## src/rtl/mem_arbiter.sv

```systemverilog
// mem_arbiter: shares one single-ported memory between instruction fetch and
// the load/store data port. Data side has priority; a starvation counter
// forces a fetch grant after STARVE_MAX consecutive data grants with fetch waiting.
// Ports: clk/reset (sync, active-high); imem_* fetch read port; dmem_* load/store
// port; mem_* registered request/ack memory port; busy = transaction in flight.
// Latency: grant cycle + >=1 busy cycle + 1 response cycle (ready pulse).
module mem_arbiter #(
  parameter int ADDR_W     = 32,
  parameter int DATA_W     = 32,
  parameter int STARVE_MAX = 4
) (
  input  logic              clk,
  input  logic              reset,
  input  logic [ADDR_W-1:0] imem_rd_addr,
  input  logic              imem_rd_enable,
  output logic [DATA_W-1:0] imem_rd_data,
  output logic              imem_ready,
  input  logic [ADDR_W-1:0] dmem_addr,
  input  logic              dmem_r_enable,
  input  logic              dmem_w_enable,
  input  logic [1:0]        dmem_w_size,
  input  logic [DATA_W-1:0] dmem_w_data,
  output logic [DATA_W-1:0] dmem_r_data,
  output logic              dmem_ready,
  output logic              mem_req,
  output logic [ADDR_W-1:0] mem_addr,
  output logic              mem_we,
  output logic [1:0]        mem_size,
  output logic [DATA_W-1:0] mem_wdata,
  input  logic [DATA_W-1:0] mem_rdata,
  input  logic              mem_ack,
  output logic              busy
);

  typedef enum logic [1:0] {IDLE, BUSY_I, BUSY_D, RESP} state_t;

  localparam logic [3:0] STARVE_LIM = 4'(STARVE_MAX);

  state_t     state, state_nxt;
  logic [3:0] starve_cnt;
  logic       data_req;
  logic       fetch_wins;
  logic       grant_i;
  logic       grant_d;
  logic       in_busy;

  assign data_req   = dmem_r_enable | dmem_w_enable;
  // Fetch wins when it is alone, or when the data side has used up its quota.
  assign fetch_wins = imem_rd_enable & (~data_req | (starve_cnt == STARVE_LIM));
  assign grant_i    = (state == IDLE) & fetch_wins;
  assign grant_d    = (state == IDLE) & data_req & ~fetch_wins;
  assign in_busy    = (state == BUSY_I) | (state == BUSY_D);
  assign busy       = (state != IDLE);

  always_ff @(posedge clk) begin
    if (reset) state <= IDLE;
    else       state <= state_nxt;
  end

  always_comb begin
    state_nxt = state;
    case (state)
      IDLE: begin
        if (grant_i)      state_nxt = BUSY_I;
        else if (grant_d) state_nxt = BUSY_D;
      end
      BUSY_I, BUSY_D: begin
        if (mem_ack) state_nxt = RESP;
      end
      RESP:    state_nxt = IDLE;
      default: state_nxt = IDLE;
    endcase
  end

  always_ff @(posedge clk) begin
    if (reset) begin
      mem_req      <= 1'b0;
      mem_addr     <= '0;
      mem_we       <= 1'b0;
      mem_size     <= 2'd0;
      mem_wdata    <= '0;
      imem_rd_data <= '0;
      dmem_r_data  <= '0;
      imem_ready   <= 1'b0;
      dmem_ready   <= 1'b0;
      starve_cnt   <= 4'd0;
    end else begin
      imem_ready <= 1'b0;
      dmem_ready <= 1'b0;

      if (grant_i) begin
        mem_req    <= 1'b1;
        mem_addr   <= imem_rd_addr;
        mem_we     <= 1'b0;
        mem_size   <= 2'd2;
        mem_wdata  <= '0;
        starve_cnt <= 4'd0;
      end else if (grant_d) begin
        mem_req   <= 1'b1;
        mem_addr  <= dmem_addr;
        // Simultaneous read+write: the write wins, no read is performed.
        mem_we    <= dmem_w_enable;
        mem_size  <= dmem_w_size;
        mem_wdata <= dmem_w_data;
        if (!imem_rd_enable)
          starve_cnt <= 4'd0;
        else if (starve_cnt != STARVE_LIM)
          starve_cnt <= starve_cnt + 4'd1;
      end

      // Ack is only honoured while a transaction is outstanding; the ready
      // register doubles as the owner record for the single RESP cycle.
      if (in_busy && mem_ack) begin
        mem_req <= 1'b0;
        if (state == BUSY_I) begin
          imem_rd_data <= mem_rdata;
          imem_ready   <= 1'b1;
        end else begin
          if (!mem_we) dmem_r_data <= mem_rdata;
          dmem_ready <= 1'b1;
        end
      end
    end
  end

endmodule

```

## config.mk

```make
export PLATFORM = sky130hd
export DESIGN_NAME = mem_arbiter
export DESIGN_NICKNAME = d
export VERILOG_FILES = /design/src/rtl/mem_arbiter.sv
export SDC_FILE = /design/constraint.sdc
export NUM_CORES = 1
export LEC_CHECK = 0
export BUFFER_PORTS_ARGS = -buffer_cell sky130_fd_sc_hd__buf_4
export CORE_MARGIN = 2
export CORE_UTILIZATION = 49
export DETAILED_ROUTE_END_ITERATION = 12
export PLACE_DENSITY = 0.85
export SLEW_MARGIN = 20
export SYNTH_ARGS = -nofsm -noshare
export SYNTH_HDL_FRONTEND = slang
export SYNTH_SLANG_ARGS = --single-unit
```

## constraint.sdc

```tcl
create_clock -name clk -period 3.7 [get_ports clk]
set_input_delay 0.74 -clock clk [delete_from_list [all_inputs] [get_ports clk]]
set_output_delay 0.74 -clock clk [all_outputs]
set_load 0.05 [all_outputs]
```

Word-level counts from Yosys, hierarchy flattened
Index checks and enable logic that the tools add are counted.
{ "classes": {"n_addsub": 1, "n_eq_ne": 8, "n_mux": 14, "bitwise": 12, "reduce_logical": 12} }
{ "ops": {"columns": ["op", "count"], "rows": [
  ["32-bit two-way mux", 2],
  ["2-bit two-way mux", 5],
  ["4-bit two-way mux", 2],
  ["2-bit OR reduction", 4],
  ["2-bit one-hot mux with 3 select lines", 1],
  ["2-bit AND reduction", 3],
  ["1-bit NOT", 5],
  ["4-bit by 1-bit adder with 4-bit output (second input constant)", 1],
  ["1-bit AND", 4],
  ["2-bit equality test (second input constant)", 2],
  ["4-bit by 3-bit equality test with 1-bit output (second input constant)", 1],
  ["1-bit two-way mux", 4],
  ["4-bit by 3-bit inequality test with 1-bit output (second input constant)", 1],
  ["2-bit nonzero test", 2],
  ["3-bit inequality test (second input constant)", 1],
  ["1-bit OR", 3],
  ["3-bit AND reduction", 1],
  ["2-bit by 1-bit equality test with 1-bit output (second input constant)", 1],
  ["2-bit zero test", 1],
  ["2-bit by 1-bit inequality test with 1-bit output (second input constant)", 1],
  ["2-bit inequality test (second input constant)", 1],
  ["1-bit logical AND", 1]
]} }
{ "totals": {"reg_bits": 140, "wordCells": 59} }

Depth between registers and ports, before layout
{ "depth": {"word_depth": 9, "mapped_depth": 8, "ltp_nobuf": 5} }

Least setup slack after synthesis
No wires, ideal clock.
{ "synth_timing": {"path_type": "input to register", "start": "input port imem_rd_enable", "end": "register starve_cnt[3]", "setup_time_ps": 80, "arrival_ps": 1879, "t_required_ps": 3620, "setup_slack_ps": 1741, "stages": 5, "cell_sequence": "buf_6 and4b_4 buf_6 or4_1 a211oi_2"} }
{ "synth_between": {"elab_chain_cells": 4} }
{ "synth_lines": {"columns": ["element", "line", "text"], "rows": [
  ["start, declared", "15", "input logic imem_rd_enable,"],
  ["1-bit AND", "49", "assign fetch_wins = imem_rd_enable & (~data_req | (starve_cnt == STARVE_LIM));"],
  ["1-bit NOT", "51", "assign grant_d = (state == IDLE) & data_req & ~fetch_wins;"],
  ["1-bit AND", "51", null],
  ["2-bit AND reduction (no source line)", null, null],
  ["end signal, assigned", "108", "starve_cnt <= starve_cnt + 4'd1;"],
  ["end, declared", "40", "logic [3:0] starve_cnt;"]
]} }
Several ways; a longest one is shown, not always the timed one.
A chain may end at the register's enable or synchronous reset.

Worst setup path after layout
{ "layout_timing": {"start": "register state[1]", "end": "output port busy"} }
{ "layout_between": {"elab_chain_cells": 1} }
{ "layout_lines": {"columns": ["element", "line", "text"], "rows": [
  ["start, declared", "39", "state_t state, state_nxt;"],
  ["start signal, assigned", "57", "else state <= state_nxt;"],
  ["2-bit nonzero test", "53", "assign busy = (state != IDLE);"],
  ["end, declared", "32", "output logic busy"]
]} }
Every way passes these cells.

==> qor.txt <==
Fillers -> 811
Top cell type's share of synthesized area -> 51.0%
Slew Limit Fails -> 0
Initial antenna violation count -> 0
CTS root buffer -> clkbuf_8
Status -> finished, final reports clean
Setup TNS -> 0 ns
Largest net degree at the start of global routing -> 105
Total Routing Usage GR -> 28.0%
Vias/cell -> 5.54
Total length of routed wires -> 17.5 mm
Top cells by area, synth -> dfxtp_1 51%, nand2_1 9.0%, a21oi_1 8.8%
Rows -> 38
CTS tree -> built
Worst Setup Start Kind -> register
Number of diodes -> 0
Endpoints failing hold -> 0
Yosys cell types -> 41
EDFF count, synth -> 0
Starting Density -> 50.5%
Total gr overflow -> 0
# H-tree levels -> 4
Clock Power Share -> 24.4%
DRC Markers -> 0
Logic pwr share -> 46.0%
RSZ-0062 raised after global routing -> false
FF+latch count, synth -> 140
Multi-input logic area -> 2310 sq um
Cell Pwr Density -> 855 nW/um^2
Avg Cell Area, Syn -> 8.48 sq um
PostCTS Resize Cnt -> 0
Synth warn -> 0
Final worst path period need -> 2.37 ns
Global placement routability congestion -> 0.774
Setup Buffers After CTS -> 0
Share of layout cells above drive strength 1 -> 35.4%
Top Ports -> 271
IO buf count -> 270
Sequential share of power -> 29.6%
Estimated wirelength of the detail-placed design -> 11.6 mm
Commonest non-fill, non-tap cell in the layout -> buf_4
Fmax -> 422 MHz
CORE AREA -> 10,900 sq um
Synth Cell Area -> 5490 sq um
Max transition margin -> 26.8%
Die ar. -> 12,100 sq um
Critical path required time -> 2.96 ns
CP Capture Type -> primary output
Final Skew -> 0.00533 ns
Num CTS Buffers -> 17
Fin crit share -> 64.0%
Reg clk slew, reported paths -> 0.06 ns
Vias in the first global route -> 5,458
Clk_lat worst skew -> 0.52 ns
Worst slew pin tran -> 1.10 ns
Via count -> 5,737
VDD IR max -> 0.489 mV
WP data arrival -> 1.63 ns
Post-DR wirelength/cell -> 16.9 microns
Internal Pwr Total -> 0.00394 W
Synth Net Count -> 788
Max_cap viols -> 0
DR iter-0 viols -> 389
Crit-path max FO -> 9
Switch share -> 43.3%
Syn-to-layout area delta -> 48.0%
1st-pass router iterations -> 8
Seq/Total Area, Yosys -> 51.0%
Async set or reset register ratio after synthesis -> 0%
Die extent in x -> 110 microns
Hold Crit Class -> input port to register
Detail Route Antenna Nets -> 0
Final net count -> 1,025
Max Root-Sink Buffers -> 2
Leakage -> 3.47 nW
# setup viols final -> 0
Sw Pwr -> 0.00301 W
Total power -> 0.00695 W
Critical path class -> register to primary output
Main synth FF type -> dfxtp_1
Most frequent cells in the layout -> 280 x buf_4, 140 x dfxtp_1, 130 x nand2_1
Clock tree sinks -> 140
Final core utilization -> 74.7%
First-pass GRT wire length -> 26.2 mm
Post-Synthesis Cells -> 648
Cell taking the most area after synthesis -> dfxtp_1
Cts hold-fix bufs -> 0
DIE HEIGHT -> 110 microns
Reg area -> 2800 sq um
[logic make-up after synthesis]
logic type      synth area share, %
compound gates                 26.0
simple gates                   14.7
flops                          51.0
buf+inv                        7.38
fa+ha+maj                     0.911
[critical path: stages, from the launching register on]
cell     delay, ns
dfxtp_1       0.29
inv_1         0.09
ha_1          0.39
inv_1         0.12
buf_4         0.21
[sequential cells by signal, indices dropped and copies added, names as in the netlist, 2 cells and up]
| register | count |
|---|---|
| mem_wdata | 32 |
| mem_size | 2 |
| starve_cnt | 4 |
| mem_addr | 32 |
| state | 2 |
| dmem_r_data | 32 |
| imem_rd_data | 32 |
[layout make-up]
type / count / share of cell area (%)
inverters: 39 / 1.80
multi-input cells: 407 / 28.5
clock buffers: 23 / 5.86
well taps: 140 / 2.15
clock inverters: 7 / 1.39
flip-flops and latches: 140 / 34.5
repair buffers: 280 / 25.9
[synth_stat cells, types with 2 or more instances]
cell and n:
dfxtp_1 140, nor3_1 2, o21ai_1 24, or4_1 2, o21a_1 2, a221oi_1 2
o21ai_0 12, nor2_1 5, a21oi_1 97, nand3_1 35, inv_1 39, buf_2 9
buf_6 2, ha_1 4, buf_1 4, nand4_1 2, a211oi_1 36, nand2_1 131
clkbuf_1 47, o221a_1 32
[final timing paths]
kind                       to  cells after the start              from  slack (ns)
max                      busy                      4          state[1]        1.33
min               mem_size[1]                      2    dmem_w_size[1]        0.44
min reg2reg  imem_rd_data[21]                      2  imem_rd_data[21]        0.45
max reg2reg      mem_addr[16]                      6          state[1]        1.40
[layer usage]
layer | share of wire (%) | vias up | global-route usage [%]
met4 | 2.9 | 0 | 13.9
met3 | 8.0 | 44 | 8.36
met1 | 38 | 2714 | 30.6
met5 | 0 | - | 0
li1 | - | 2738 | -
met2 | 52 | 241 | 48.9
[per-stage QoR]
stage | setup slack [ns] | instance area, sq um | cells | hold WS, ns
floorplan | 1.74 | 5490 | 648 | 0.478
global placement | 1.06 | 7540 | 1006 | 0.444
detailed placement | 0.982 | 7540 | 1006 | 0.449
CTS | 1.03 | 8130 | 1036 | 0.414
global route | 1.20 | 8130 | 1036 | 0.414
finish | 1.33 | 8130 | 1036 | 0.438
[power groups by stage]
stage | Sequential (W) | Clock, W | Combinational [W]
4_1_cts | 0.00206 | 0.00171 | 0.00320
2_1_floorplan | 0.00323 | 0 | 0.00105
3_3_place_gp | 0.00207 | 0 | 0.00310
5_1_grt | 0.00210 | 0.00177 | 0.00340
6_report | 0.00206 | 0.00169 | 0.00320
3_5_place_dp | 0.00208 | 0 | 0.00317
Power figures use the tool's default switching activity.
